==> config.mk <==
export PLATFORM = sky130hd
export DESIGN_NAME = ram_sync_clr
export DESIGN_NICKNAME = d
export VERILOG_FILES = /design/src/rtl/ram_pkg.sv /design/src/rtl/ram_clear_ctr.sv /design/src/rtl/ram_sync_clr.sv
export SDC_FILE = /design/constraint.sdc
export NUM_CORES = 1
export LEC_CHECK = 0
export ABC_AREA = 1
export BUFFER_PORTS_ARGS = -buffer_cell sky130_fd_sc_hd__buf_4
export CAP_MARGIN = 20
export CORE_ASPECT_RATIO = 0.7
export CORE_MARGIN = 1
export CORE_UTILIZATION = 25
export DETAILED_ROUTE_END_ITERATION = 10
export GPL_TIMING_DRIVEN = 1
export PLACE_DENSITY_LB_ADDON = 0.05
export SYNTH_ARGS = -nofsm -noshare
export SYNTH_HDL_FRONTEND = slang
export SYNTH_HIERARCHICAL = 1
export SYNTH_SLANG_ARGS = --single-unit
==> constraint.sdc <==
create_clock -name clk -period 2 [get_ports clk]
set_input_delay 0.6 -clock clk [delete_from_list [all_inputs] [get_ports clk]]
set_output_delay 0.6 -clock clk [all_outputs]
set_load 0.1 [all_outputs]
==> src/rtl/ram_pkg.sv <==
// Shared types and constants for the synchronous-clear RAM block.
// State encoding for the clear sequencer and the rw request encoding.
package ram_pkg;

  typedef enum logic {
    RAM_CLEAR = 1'b0,
    RAM_READY = 1'b1
  } ram_state_t;

  localparam logic RAM_RD = 1'b0;
  localparam logic RAM_WR = 1'b1;

endpackage

==> src/rtl/ram_clear_ctr.sv <==
// Sweep address counter for the RAM clear sequence; flags the final word.
// Latency: cnt updates on the edge after step; last is combinational on cnt.
// Backpressure: none; clr forces cnt to 0 and holds it there while high.
module ram_clear_ctr #(
  parameter int DEPTH = 16,
  parameter int AW    = $clog2(DEPTH)
) (
  input  logic          clk,
  input  logic          clr,
  input  logic          step,
  output logic [AW-1:0] cnt,
  output logic          last
);

  localparam logic [AW-1:0] LAST_ADDR = AW'(DEPTH - 1);

  assign last = (cnt == LAST_ADDR);

  // Parks on the last address once reached; the next clr restarts it.
  always_ff @(posedge clk) begin
    if (clr) begin
      cnt <= '0;
    end else if (step && !last) begin
      cnt <= cnt + 1'b1;
    end
  end

endmodule

==> src/rtl/ram_sync_clr.sv <==
// Single-port RAM with registered read and a hardware zeroing sweep after clr.
// Latency: read data and valid one edge after the request; writes commit at the request edge.
// Backpressure: none besides busy; requests during the sweep are dropped.
module ram_sync_clr
  import ram_pkg::*;
#(
  parameter  int WIDTH = 8,
  parameter  int DEPTH = 16,
  localparam int AW    = $clog2(DEPTH)
) (
  input  logic             clk,
  input  logic             clr,
  input  logic             en,
  input  logic             rw,
  input  logic [AW-1:0]    address,
  input  logic [WIDTH-1:0] data,
  output logic [WIDTH-1:0] o,
  output logic             valid,
  output logic             busy
);

  localparam logic [AW:0] DEPTH_X = (AW + 1)'(DEPTH);

  logic [WIDTH-1:0] mem [DEPTH];

  ram_state_t       state;
  logic [AW-1:0]    cnt;
  logic             last;
  logic             sweeping;
  logic             in_range;
  logic             wr_en;
  logic [AW-1:0]    wr_addr;
  logic [WIDTH-1:0] wr_dat;
  logic [WIDTH-1:0] rd_dat;

  assign sweeping = (state == RAM_CLEAR);

  ram_clear_ctr #(
    .DEPTH (DEPTH),
    .AW    (AW)
  ) u_ctr (
    .clk  (clk),
    .clr  (clr),
    .step (sweeping),
    .cnt  (cnt),
    .last (last)
  );

  // Only non-power-of-two depths can see an address past the array end.
  assign in_range = ({1'b0, address} < DEPTH_X);

  // The sweep and user writes share the single write port.
  assign wr_en   = !clr && (sweeping || (en && (rw == RAM_WR) && in_range));
  assign wr_addr = sweeping ? cnt : address;
  assign wr_dat  = sweeping ? '0 : data;
  assign rd_dat  = in_range ? mem[address] : '0;

  always_ff @(posedge clk) begin
    if (wr_en) begin
      mem[wr_addr] <= wr_dat;
    end
  end

  always_ff @(posedge clk) begin
    if (clr) begin
      state <= RAM_CLEAR;
      busy  <= 1'b1;
      o     <= '0;
      valid <= 1'b0;
    end else begin
      valid <= 1'b0;
      case (state)
        RAM_CLEAR: begin
          if (last) begin
            state <= RAM_READY;
            busy  <= 1'b0;
          end
        end
        RAM_READY: begin
          if (en && (rw == RAM_RD)) begin
            o     <= rd_dat;
            valid <= 1'b1;
          end
        end
        default: begin
          state <= RAM_CLEAR;
          busy  <= 1'b1;
        end
      endcase
    end
  end

endmodule

==> summary.txt, run 1 <==
Status
  – Status: finished clean

Hold path
  – Worst Hold Class: in -> reg
  – Hold Crit Depth: 2
  – Hold path startpoint: clr

Pwr
  – Pwr Density: approximately 940 mW/mm^2
  – Final Power: between 7 and 8 mW
  – Pleak: 3.32 nW
  – VDD IR max: about 0.59 mV

Setup path
  – CP Capture Type: primary output
  – Stages on worst setup path: 1
  – WP data arrival: roughly 1.1 ns
  – Worst Setup Start Kind: flop
  – Cell Chain, Critical Path: buf_4
  – Cells on worst reg2reg path: 5
  – Buffers & Inverters on Critical Path: 1
  – Reg2reg start: state
  – Slowest-stage cell, CP: dfxtp_1
  – CP max stage delay: 0.37 ns
  – Crit path launch: o[3]
  – Crit-path max FO: 2
  – Required @ worst endpoint: roughly 1.4 ns
  – Kind of critical path: reg -> out
  – CP delay by family, top: flip-flops

Placed design
  – Placed insts: around 1,000
  – DP Area: 0.00698 sq mm
  – Routability cong.: 0.798
  – Post-DP HPWL: ~12,000 um
  – I/O Buffers: 25
  – Setup WS pre-CTS: -0.0126 ns

Cells and area
  – Non-Filler Instances: just over 1,000
  – Final core utilization: 0.309
  – Area grow syn2layout: 21.4%
  – Share of layout cells above drive strength 1: 0.142
  – ANT cells: 0
  – Multi-input logic area: around 0.0016 sq mm
  – Net count, final: 701
  – Final design instance area without fill: between 0.007 and 0.008 sq mm
  – Fill cell count: around 2,600
  – Area occupied by registers: 0.00415 sq mm

STA
  – Rel. slew slack: 0.394
  – Post-route setup slack: 0.291 ns
  – Final Skew: roughly 0.007 ns
  – Final Hold Fails: 0
  – Post-route clock period utilization: 0.855
  – Min Hold Slack: approximately 0.36 ns
  – Slew Viols, Final: 0
  – Achievable Freq: around 0.59 GHz
  – Setup TNS: 0 ns
  – RSZ-0062 raised after global routing: false
  – Min Tclk post-route: ~1.7 ns
  – Worst-Margin Slew: around 0.91 ns
  – Setup violators final: 0

Routing
  – Detailed Route Iter0 Violations: around 250
  – Drt first pass iters: 4
  – DRC viols: 0
  – Vias: between 4,000 and 5,000
  – Avg WL per Cell: 17.5 um
  – Total Wirelength: 17,800 um
  – DR vias/cell: about 4.2
  – Antenna Nets Post-Route: 0

Global routing
  – Largest net degree at the start of global routing: 65
  – Total grt overflow: 0
  – First-pass GRT wire length: 26,900 um
  – Vias in the first global route: approximately 4,300
  – Initial antenna violation count: 0
  – GR Util All Layers: 0.148

Synthesis
  – Syn Inst Count: 633
  – Yosys reg bits: 143
  – Syn Area/Cell: ~9.9 sq um
  – Synthesized net count: 650
  – Yosys warnings: 6
  – Library cells used by synthesis: 20
  – Synthesized cell area: 0.00629 sq mm
  – Post-synthesis sequential area ratio: 0.659

Floorplanning
  – Die X: 192 um
  – Core Area: ~0.025 sq mm
  – Starting density of the core: 0.255
  – Io pins: 26
  – Die area: 0.0258 sq mm
  – Num rows: between 40 and 50
  – Die Ht: around 130 um

CTS
  – Setup Fix Bufs, Post-CTS: 0
  – H-Tree Depth: 4
  – Worst-Skew Late Latency: between 0.4 and 0.5 ns
  – CTS tree: done
  – # clock sinks: 143
  – CTS root buffer: clkbuf_16
  – Clk buf depth: 2
  – Clock-pin transition on the worst setup and hold timing paths: roughly 0.06 ns
  – Total CTS buffers: 17

Run
  – Max Cap Viol: 0
-- logic make-up (layout without fill, tap and decap cells) --
family | Yosys count | in the layout | synth area share
adders and majority gates | 1 | 1 | 0.00199
and+or+nand+nor | 346 | 346 | 0.228
buffers and inverters | 125 | 189 | 0.0932
AOI/OAI and AO/OA | 18 | 18 | 0.0181
DFF | 143 | 143 | 0.659
-- layer usage --
metal  vias to the layer above  track usage  part of all wire
met5                         -            0                 0
met2                        85        0.209              0.41
met3                        13       0.0333             0.040
met4                         0       0.0476             0.012
met1                      2038        0.222              0.54
li1                       2140            -                 -
-- sequential cells by signal, indices dropped and copies added, names as in the netlist --
signal,count
busy,1
mem,128
o,8
state,1
u_ctr/cnt,4
valid,1
-- layout by cell type, fill, tap and decap left out, drive strengths merged, types with 3 or more instances in the layout --
| cell | synthesis | routed |
|---|---|---|
| nand2 | 224 | 224 |
| edfxtp | 128 | 128 |
| inv | 96 | 99 |
| clkbuf | 2 | 19 |
| nand3 | 95 | 95 |
| bufinv | 0 | 5 |
| dfxtp | 15 | 15 |
| nor2 | 26 | 26 |
| o21a | 8 | 8 |
| clkinv | 1 | 5 |
| buf | 26 | 60 |
| a21oi | 3 | 3 |
| o21ai | 7 | 7 |
-- power by group --
group,leakage (nW),switching [mW],internal [mW]
registers,1.38,0.0191,3.25
logic,1.63,0.248,0.128
clock network,0.310,1.29,2.22
-- synth_stat cells --
library cell	instances	area share
ha_1	1	0.0020
inv_2	5	0.0030
clkbuf_1	2	0.0012
o21ai_2	1	0.0014
nor2_1	26	0.016
nand2_2	2	0.0020
edfxtp_1	128	0.61
nand3_1	94	0.075
a21oi_1	3	0.0024
o21a_1	8	0.0096
nand4_1	1	0.0010
dfxtp_1	15	0.048
inv_1	91	0.054
buf_6	13	0.023
nand2_1	222	0.13
buf_2	12	0.0096
clkinv_1	1	0.00060
nand3_2	1	0.0016
o21ai_0	6	0.0048
buf_4	1	0.0012
-- final cells by class --
cell class,count,area share
Clock buffer,19,0.0567
Clock inverter,13,0.0276
Inverter,97,0.0477
Multi-Input combinational cell,365,0.204
Sequential cell,143,0.543
Tap cell,325,0.0533
Timing Repair Buffer,60,0.0672
-- what timing repair did --
| action | 4_1_cts | 5_1_grt |
|---|---|---|
| hold buffers | 0 | 0 |
| resized for setup | 1 | 1 |
| setup endpoints to repair | 64 | 24 |
-- final timing paths --
kind | end | slack [ns]
worst min-delay path | state | 0.36
worst max-delay path | o[3] | 0.29
worst max register to register | mem[4][6] | 0.33
worst min register to register | busy | 0.47
(Power assumes the default switching activity.)
==> inputs of run 2 (changes only) <==
--- a/config.mk
+++ b/config.mk
@@ -16,5 +16,4 @@
 export PLACE_DENSITY_LB_ADDON = 0.05
 export SYNTH_ARGS = -nofsm -noshare
 export SYNTH_HDL_FRONTEND = slang
-export SYNTH_HIERARCHICAL = 1
 export SYNTH_SLANG_ARGS = --single-unit
==> run 2 against run 1 <==
Effect of this change:
- register-to-register slack got worse by 0.09 ns
- global-route usage rose by 0.38 points
- via count rose by 0.14%
- clock skew rose by 0.0049 ns
- combinational power fell by 2%
- largest power group unchanged
- wire length rose by 2.3%
- die area fell by 0.84%
- core utilization rose by 0.56 points
- area after synthesis fell by 0.86%
==> summary.txt, run 2 <==
Setup path
  – Kind of critical path: reg -> reg
  – Buffers & Inverters on Critical Path: 2
  – Most frequent CP cell: buf_4
  – Slowest-stage cell, CP: dfxtp_1
  – Worst Setup Start Kind: flop
  – Flop-to-flop setup slack: 0.24 ns
  – CP Capture Type: flop
  – FF-to-FF End: mem[8][7]
  – Reg2reg start: state
  – WP data arrival: 1.89 ns
  – Cells on worst reg2reg path: 5
  – CP max stage delay: 0.34 ns
  – Cell Chain, Critical Path: buf_4 -> a21oi_2 -> nand3b_1 -> nor2_1 -> buf_4
  – Crit-path max FO: 12
  – CP delay by family, top: simple AND/OR/NAND/NOR gates
  – Required @ worst endpoint: about 2.1 ns

Status
  – Status: finished clean

Pwr
  – VDD IR max: ~0.6 mV
  – Final Power: roughly 7.0 mW
  – Pleak: between 3 and 4 nW
  – Pwr Density: 928 mW/mm^2

Floorplanning
  – Num rows: 47
  – Die X: around 190 um
  – Die Ht: approximately 130 um
  – Io pins: 26
  – Starting density of the core: 0.259
  – Die area: 0.0256 sq mm
  – Core Area: between 0.02 and 0.025 sq mm

Cells and area
  – Final design instance area without fill: between 0.007 and 0.008 sq mm
  – Area occupied by registers: approximately 0.0041 sq mm
  – Net count, final: roughly 690
  – Multi-input logic area: about 0.0015 sq mm
  – Biggest register: mem
  – Most common cell after layout, fill and taps aside: nand2_1
  – Share of layout cells above drive strength 1: 0.148
  – Most frequent cells in the layout: 218 x nand2_1, 128 x edfxtp_1, 91 x nand3_1
  – Area grow syn2layout: 21.4%
  – Largest regs: mem (128), o (8), u_ctr.cnt (4)
  – Max reg flops: roughly 130
  – Fill cell count: 2,520

CTS
  – CTS tree: done
  – CTS root buffer: clkbuf_16
  – Hold_buf cts: 0
  – Worst-Skew Late Latency: 0.43 ns
  – Total CTS buffers: 17
  – Clock-pin transition on the worst setup and hold timing paths: 0.07 ns
  – H-Tree Depth: 4
  – Setup Fix Bufs, Post-CTS: 0
  – Cts repair resizes: 0
  – # clock sinks: 143
  – Clk buf depth: 2

STA
  – Rel. slew slack: 0.724
  – Final Hold Fails: 0
  – Min Tclk post-route: 1.76 ns
  – Setup violators final: 0
  – Worst-Margin Slew: 0.413 ns
  – Setup TNS: 0 ns
  – Min Hold Slack: 0.381 ns
  – Achievable Freq: roughly 0.57 GHz
  – Slew Viols, Final: 0
  – Post-route clock period utilization: 0.880
  – Final Skew: roughly 0.012 ns
  – RSZ-0062 raised after global routing: false
  – Post-route setup slack: about 0.24 ns

Hold path
  – Hold path startpoint: clr
  – Hold Path Sink: valid
  – Hold Crit Depth: 2
  – Worst Hold Class: in -> reg

Synthesis
  – Synthesized cell area: about 0.0062 sq mm
  – Ys flop type: edfxtp_1
  – Share of Yosys cell area claimed by the top area cell type: 0.617
  – Synth cell count leaders: 218 x nand2_1, 128 x edfxtp_1, 91 x nand3_1, 88 x inv_1, 25 x nor2_1
  – Syn Area/Cell: between 10 and 15 sq um
  – Library cells used by synthesis: 20
  – Fraction of registers with async set/reset: 0
  – Synth area leader: edfxtp_1
  – Syn Inst Count: approximately 620
  – EDFF count, synth: around 130
  – Yosys reg bits: between 100 and 150
  – Cell with the most instances after synthesis: nand2_1
  – Synthesized net count: 639
  – Yosys warnings: 0
  – Top cells by area, synth: edfxtp_1 62%, nand2_1 13%, nand3_1 7.3%, inv_1 5.3%, dfxtp_1 4.8%
  – Post-synthesis sequential area ratio: 0.665

Routing
  – DR vias/cell: approximately 4.2
  – Avg WL per Cell: 18.1 um
  – Detailed Route Iter0 Violations: 299
  – Total Wirelength: 18,300 um
  – DRC viols: 0
  – Drt first pass iters: 5
  – Antenna Nets Post-Route: 0
  – Vias: around 4,300

Placed design
  – I/O Buffers: 25
  – Setup WS pre-CTS: 0.0163 ns
  – Post-DP HPWL: 12,400 um
  – Routability cong.: just under 0.9
  – DP Area: between 0.006 and 0.007 sq mm

Global routing
  – Total grt overflow: 0
  – First-pass GRT wire length: 27,600 um
  – Initial antenna violation count: 0
  – Largest net degree at the start of global routing: 36
  – GR Util All Layers: 0.152
  – Vias in the first global route: 4,260

Run
  – Max Cap Viol: 0
run 2: cell types whose count changed in the layout (fill, tap and decap cells not counted), moves of 3 or more:
| cell | change |
|---|---|
| buf_4 | +7 |
| nand2_1 | -4 |
| inv_1 | -3 |
| inv_8 | +3 |
| nand3_1 | -3 |
run 2: worst register-to-register path: cells and delay by family, from the launching register on:
family	cells	cell delay, ns
and+or+nand+nor	2	0.41
buffers and inverters	2	0.39
DFF	1	0.34
AOI/OAI and AO/OA	1	0.32
run 2: where the power goes:
part	leakage (nW)	switching, mW	internal [mW]
registers	1.37	0.0161	3.25
logic	1.62	0.248	0.122
clock network	0.297	1.38	2.01
total	3.29	1.64	5.38
run 2: worst max-delay path by stage:
stage / cells past startpoint / slack [ns] / start / endpoint
after detailed placement: 6 / 0.02 / en / mem[13][1]
after CTS: 5 / 0.20 / state / mem[13][0]
after global placement: 6 / 0.03 / en / mem[9][1]
final: 5 / 0.24 / state / mem[8][7]
after global routing: 5 / 0.11 / state / mem[9][1]
after floorplan: 5 / 0.02 / address[2] / mem[15][0]
run 2: area by class of cell:
cell class | instances | share of cell area
clock buffers | 17 | 0.0562
well taps | 318 | 0.0526
clock inverters | 15 | 0.0263
inverters | 92 | 0.0456
repair buffers | 65 | 0.0694
diodes | 1 | 0.000331
flip-flops and latches | 143 | 0.548
multi-input cells | 358 | 0.202
run 2: logic make-up (layout without fill, tap and decap cells):
| logic type | count (synthesis) | count (layout) | share of synthesized area |
|---|---|---|---|
| AND/OR/NAND/NOR | 337 | 337 | 0.223 |
| flip-flops | 143 | 143 | 0.665 |
| buffers and inverters | 121 | 189 | 0.0897 |
| AO/OA/AOI/OAI | 19 | 19 | 0.0191 |
| adder cells (fa/ha/maj) | 1 | 1 | 0.00201 |
| XOR/XNOR | 1 | 1 | 0.00141 |
| other | 0 | 1 | 0 |
run 2: metrics by stage:
step,cells,utilization
6_report,1009,0.315
3_5_place_dp,976,0.289
2_1_floorplan,622,-
3_3_place_gp,976,0.289
5_1_grt,1008,0.315
4_1_cts,1008,0.315
run 2: routing by layer:
metal | global-route usage | routed length [um] | vias to the layer above
met4 | 0.0373 | 170 | 0
met1 | 0.239 | 10100 | 2064
met2 | 0.209 | 7280 | 79
li1 | - | - | 2126
met5 | 0 | 0 | -
met3 | 0.0309 | 697 | 13
==> inputs of run 3 (changes only) <==
--- a/config.mk
+++ b/config.mk
@@ -5,7 +5,7 @@
 export SDC_FILE = /design/constraint.sdc
 export NUM_CORES = 1
 export LEC_CHECK = 0
-export ABC_AREA = 1
+export ABC_AREA = 0
 export BUFFER_PORTS_ARGS = -buffer_cell sky130_fd_sc_hd__buf_4
 export CAP_MARGIN = 20
 export CORE_ASPECT_RATIO = 0.7
==> run 3 against run 2 <==
Effect of this change:
- clock skew down 0.0025 ns
- area after synthesis down 9.5%
- maximum frequency down 5.2%
- via count down 30%
- highest routed layer unchanged
- largest cell class unchanged
==> summary.txt, run 3 <==
Floorplanning
  – Die X: 182 um
  – Die area: 0.0232 sq mm
  – Die Ht: about 130 um
  – Io pins: 26
  – Num rows: between 40 and 50
  – Starting density of the core: 0.258
  – Core Area: 0.0219 sq mm

CTS
  – Clk buf depth: 2
  – CTS tree: done
  – Clock-pin transition on the worst setup and hold timing paths: about 0.070 ns
  – Worst-Skew Late Latency: roughly 0.43 ns
  – Total CTS buffers: 17
  – H-Tree Depth: 4
  – # clock sinks: approximately 140
  – CTS root buffer: clkbuf_16
  – Hold_buf cts: 0

Synthesis
  – EDFF count, synth: 128
  – Fraction of registers with async set/reset: 0
  – Synthesized cell area: ~0.0056 sq mm
  – Synthesized net count: 328
  – Post-synthesis sequential area ratio: 0.734
  – Share of Yosys cell area claimed by the top area cell type: 0.681
  – Yosys warnings: 0
  – Synth cell count leaders: 128 x edfxtp_1, 26 x mux4_2, 22 x mux2i_1, 21 x nor2_1, 15 x dfxtp_1
  – Yosys reg bits: roughly 140
  – Top cells by area, synth: edfxtp_1 68%, mux4_2 10%, dfxtp_1 5.3%, mux2i_1 3.9%, nor2_1 1.4%
  – Syn Inst Count: slightly above 300
  – Syn Area/Cell: between 15 and 20 sq um
  – Synth area leader: edfxtp_1
  – Ys flop type: edfxtp_1
  – Cell with the most instances after synthesis: edfxtp_1
  – Library cells used by synthesis: 32

Routing
  – Vias: between 2,000 and 3,000
  – Detailed Route Iter0 Violations: 263
  – Antenna Nets Post-Route: 0
  – DRC viols: 0
  – DR vias/cell: 4.38
  – Avg WL per Cell: between 20 and 25 um
  – Total Wirelength: about 15,000 um
  – Drt first pass iters: 4

Cells and area
  – Most common cell after layout, fill and taps aside: edfxtp_1
  – ANT cells: 0
  – Max reg flops: approximately 130
  – Final core utilization: 0.340
  – Biggest register: mem
  – Net count, final: between 400 and 500
  – Area occupied by registers: 0.00415 sq mm
  – Area grow syn2layout: 32.1%
  – Fill cell count: about 2,100
  – Largest regs: mem (128), o (8), u_ctr.cnt (4)
  – Multi-input logic area: 0.00148 sq mm
  – Non-Filler Instances: ~680
  – Share of layout cells above drive strength 1: 0.378
  – Most frequent cells in the layout: 128 x edfxtp_1, 49 x buf_4, 26 x mux4_2

Setup path
  – Slowest-stage cell, CP: dfxtp_2
  – CP max stage delay: roughly 0.46 ns
  – Cells on worst reg2reg path: 6
  – WP data arrival: 2.00 ns
  – Cell Chain, Critical Path: buf_4 -> inv_1 -> nor3_1 -> a31oi_2 -> nor2_2 -> buf_12
  – Crit-path max FO: 15
  – Reg2reg start: state
  – CP Capture Type: flop
  – CP delay by family, top: buffers and inverters
  – Required @ worst endpoint: about 2.1 ns
  – Flop-to-flop setup slack: approximately 0.14 ns
  – FF-to-FF End: mem[15][2]
  – Kind of critical path: reg -> reg
  – Worst Setup Start Kind: flop
  – Buffers & Inverters on Critical Path: 3

STA
  – Post-route setup slack: 0.144 ns
  – Worst-Margin Slew: between 0.5 and 0.6 ns
  – Final Skew: between 0.009 and 0.01 ns
  – Setup violators final: 0
  – Final Hold Fails: 0
  – Achievable Freq: between 0.5 and 0.6 GHz
  – Setup TNS: 0 ns
  – Rel. slew slack: 0.650
  – Min Tclk post-route: around 1.9 ns
  – Slew Viols, Final: 0
  – Post-route clock period utilization: 0.928
  – RSZ-0062 raised after global routing: false

Pwr
  – Pwr Density: around 950 mW/mm^2
  – VDD IR max: ~0.46 mV
  – Pleak: between 2 and 3 nW
  – Final Power: 7.07 mW

Run
  – Max Cap Viol: 0

Placed design
  – I/O Buffers: 25
  – Setup WS pre-CTS: -0.154 ns
  – Placed insts: 649
  – Routability cong.: 0.721
  – Post-DP HPWL: 10,300 um

Hold path
  – Hold Crit Depth: 2
  – Worst Hold Class: in -> reg
  – Hold path startpoint: clr
  – Hold Path Sink: u_ctr.cnt[0]

Global routing
  – Initial antenna violation count: 0
  – Largest net degree at the start of global routing: 17
  – GR Util All Layers: 0.142
  – First-pass GRT wire length: approximately 22,000 um
  – Total grt overflow: 0
  – Vias in the first global route: between 3,000 and 4,000

Status
  – Status: finished clean
run 3: layer usage:
| layer | share of wire | vias up | track usage | wire length (um) |
|---|---|---|---|---|
| li1 | - | 1391 | - | - |
| met1 | 0.55 | 1522 | 0.218 | 8310 |
| met2 | 0.40 | 54 | 0.193 | 6110 |
| met3 | 0.037 | 14 | 0.0344 | 558 |
| met4 | 0.010 | 0 | 0.0464 | 156 |
| met5 | 0 | - | 0 | 0 |
run 3: area by class of cell:
type | count | share of cell area
sequential | 143 | 0.556
multi-input combinational | 142 | 0.198
timing repair buffer | 71 | 0.108
clock buffer | 18 | 0.0576
tap | 282 | 0.0473
clock inverter | 14 | 0.0274
inverter | 11 | 0.00554
run 3: stage by stage:
| stage | hold WS, ns | instance area [sq um] |
|---|---|---|
| floorplan | 0.528 | 5730 |
| global placement | 0.436 | 6810 |
| detailed placement | 0.457 | 6810 |
| CTS | 0.408 | 7460 |
| global route | 0.417 | 7460 |
| finish | 0.426 | 7460 |
run 3: worst max path at each step:
stage,startpoint,depth (start not counted),end
floorplan,address[0],5,mem[3][0]
global placement,address[0],5,o[2]
detailed placement,address[0],6,o[6]
CTS,state,6,mem[15][1]
global route,state,6,mem[3][1]
finish,state,6,mem[15][2]
run 3: power by group:
group | internal (mW) | switching (mW) | total [mW]
Combinational | 0.183 | 0.190 | 0.373
Clock | 2.11 | 1.33 | 3.43
Sequential | 3.25 | 0.0176 | 3.26
run 3: kinds of logic (layout without fill, tap and decap cells):
kind of cell | Yosys count | in the layout | synth area share
flip-flops | 143 | 143 | 0.734
AND/OR/NAND/NOR | 64 | 64 | 0.0588
multiplexers | 51 | 51 | 0.149
buffers and inverters | 26 | 114 | 0.0215
AO/OA/AOI/OAI | 24 | 24 | 0.0313
XOR/XNOR | 2 | 2 | 0.00310
adder cells (fa/ha/maj) | 1 | 1 | 0.00222
run 3: what timing repair did:
item | in CTS | in global routing
setup endpoints to repair | 49 | 0
buffers inserted | 0 | 0
resized for setup | 3 | 0
run 3: worst reg2reg max path, stage by stage, from the launching register on:
cell and delay, ns:
dfxtp_2 0.46, buf_4 0.27, inv_1 0.15, nor3_1 0.21
a31oi_2 0.11, nor2_2 0.21, buf_12 0.15
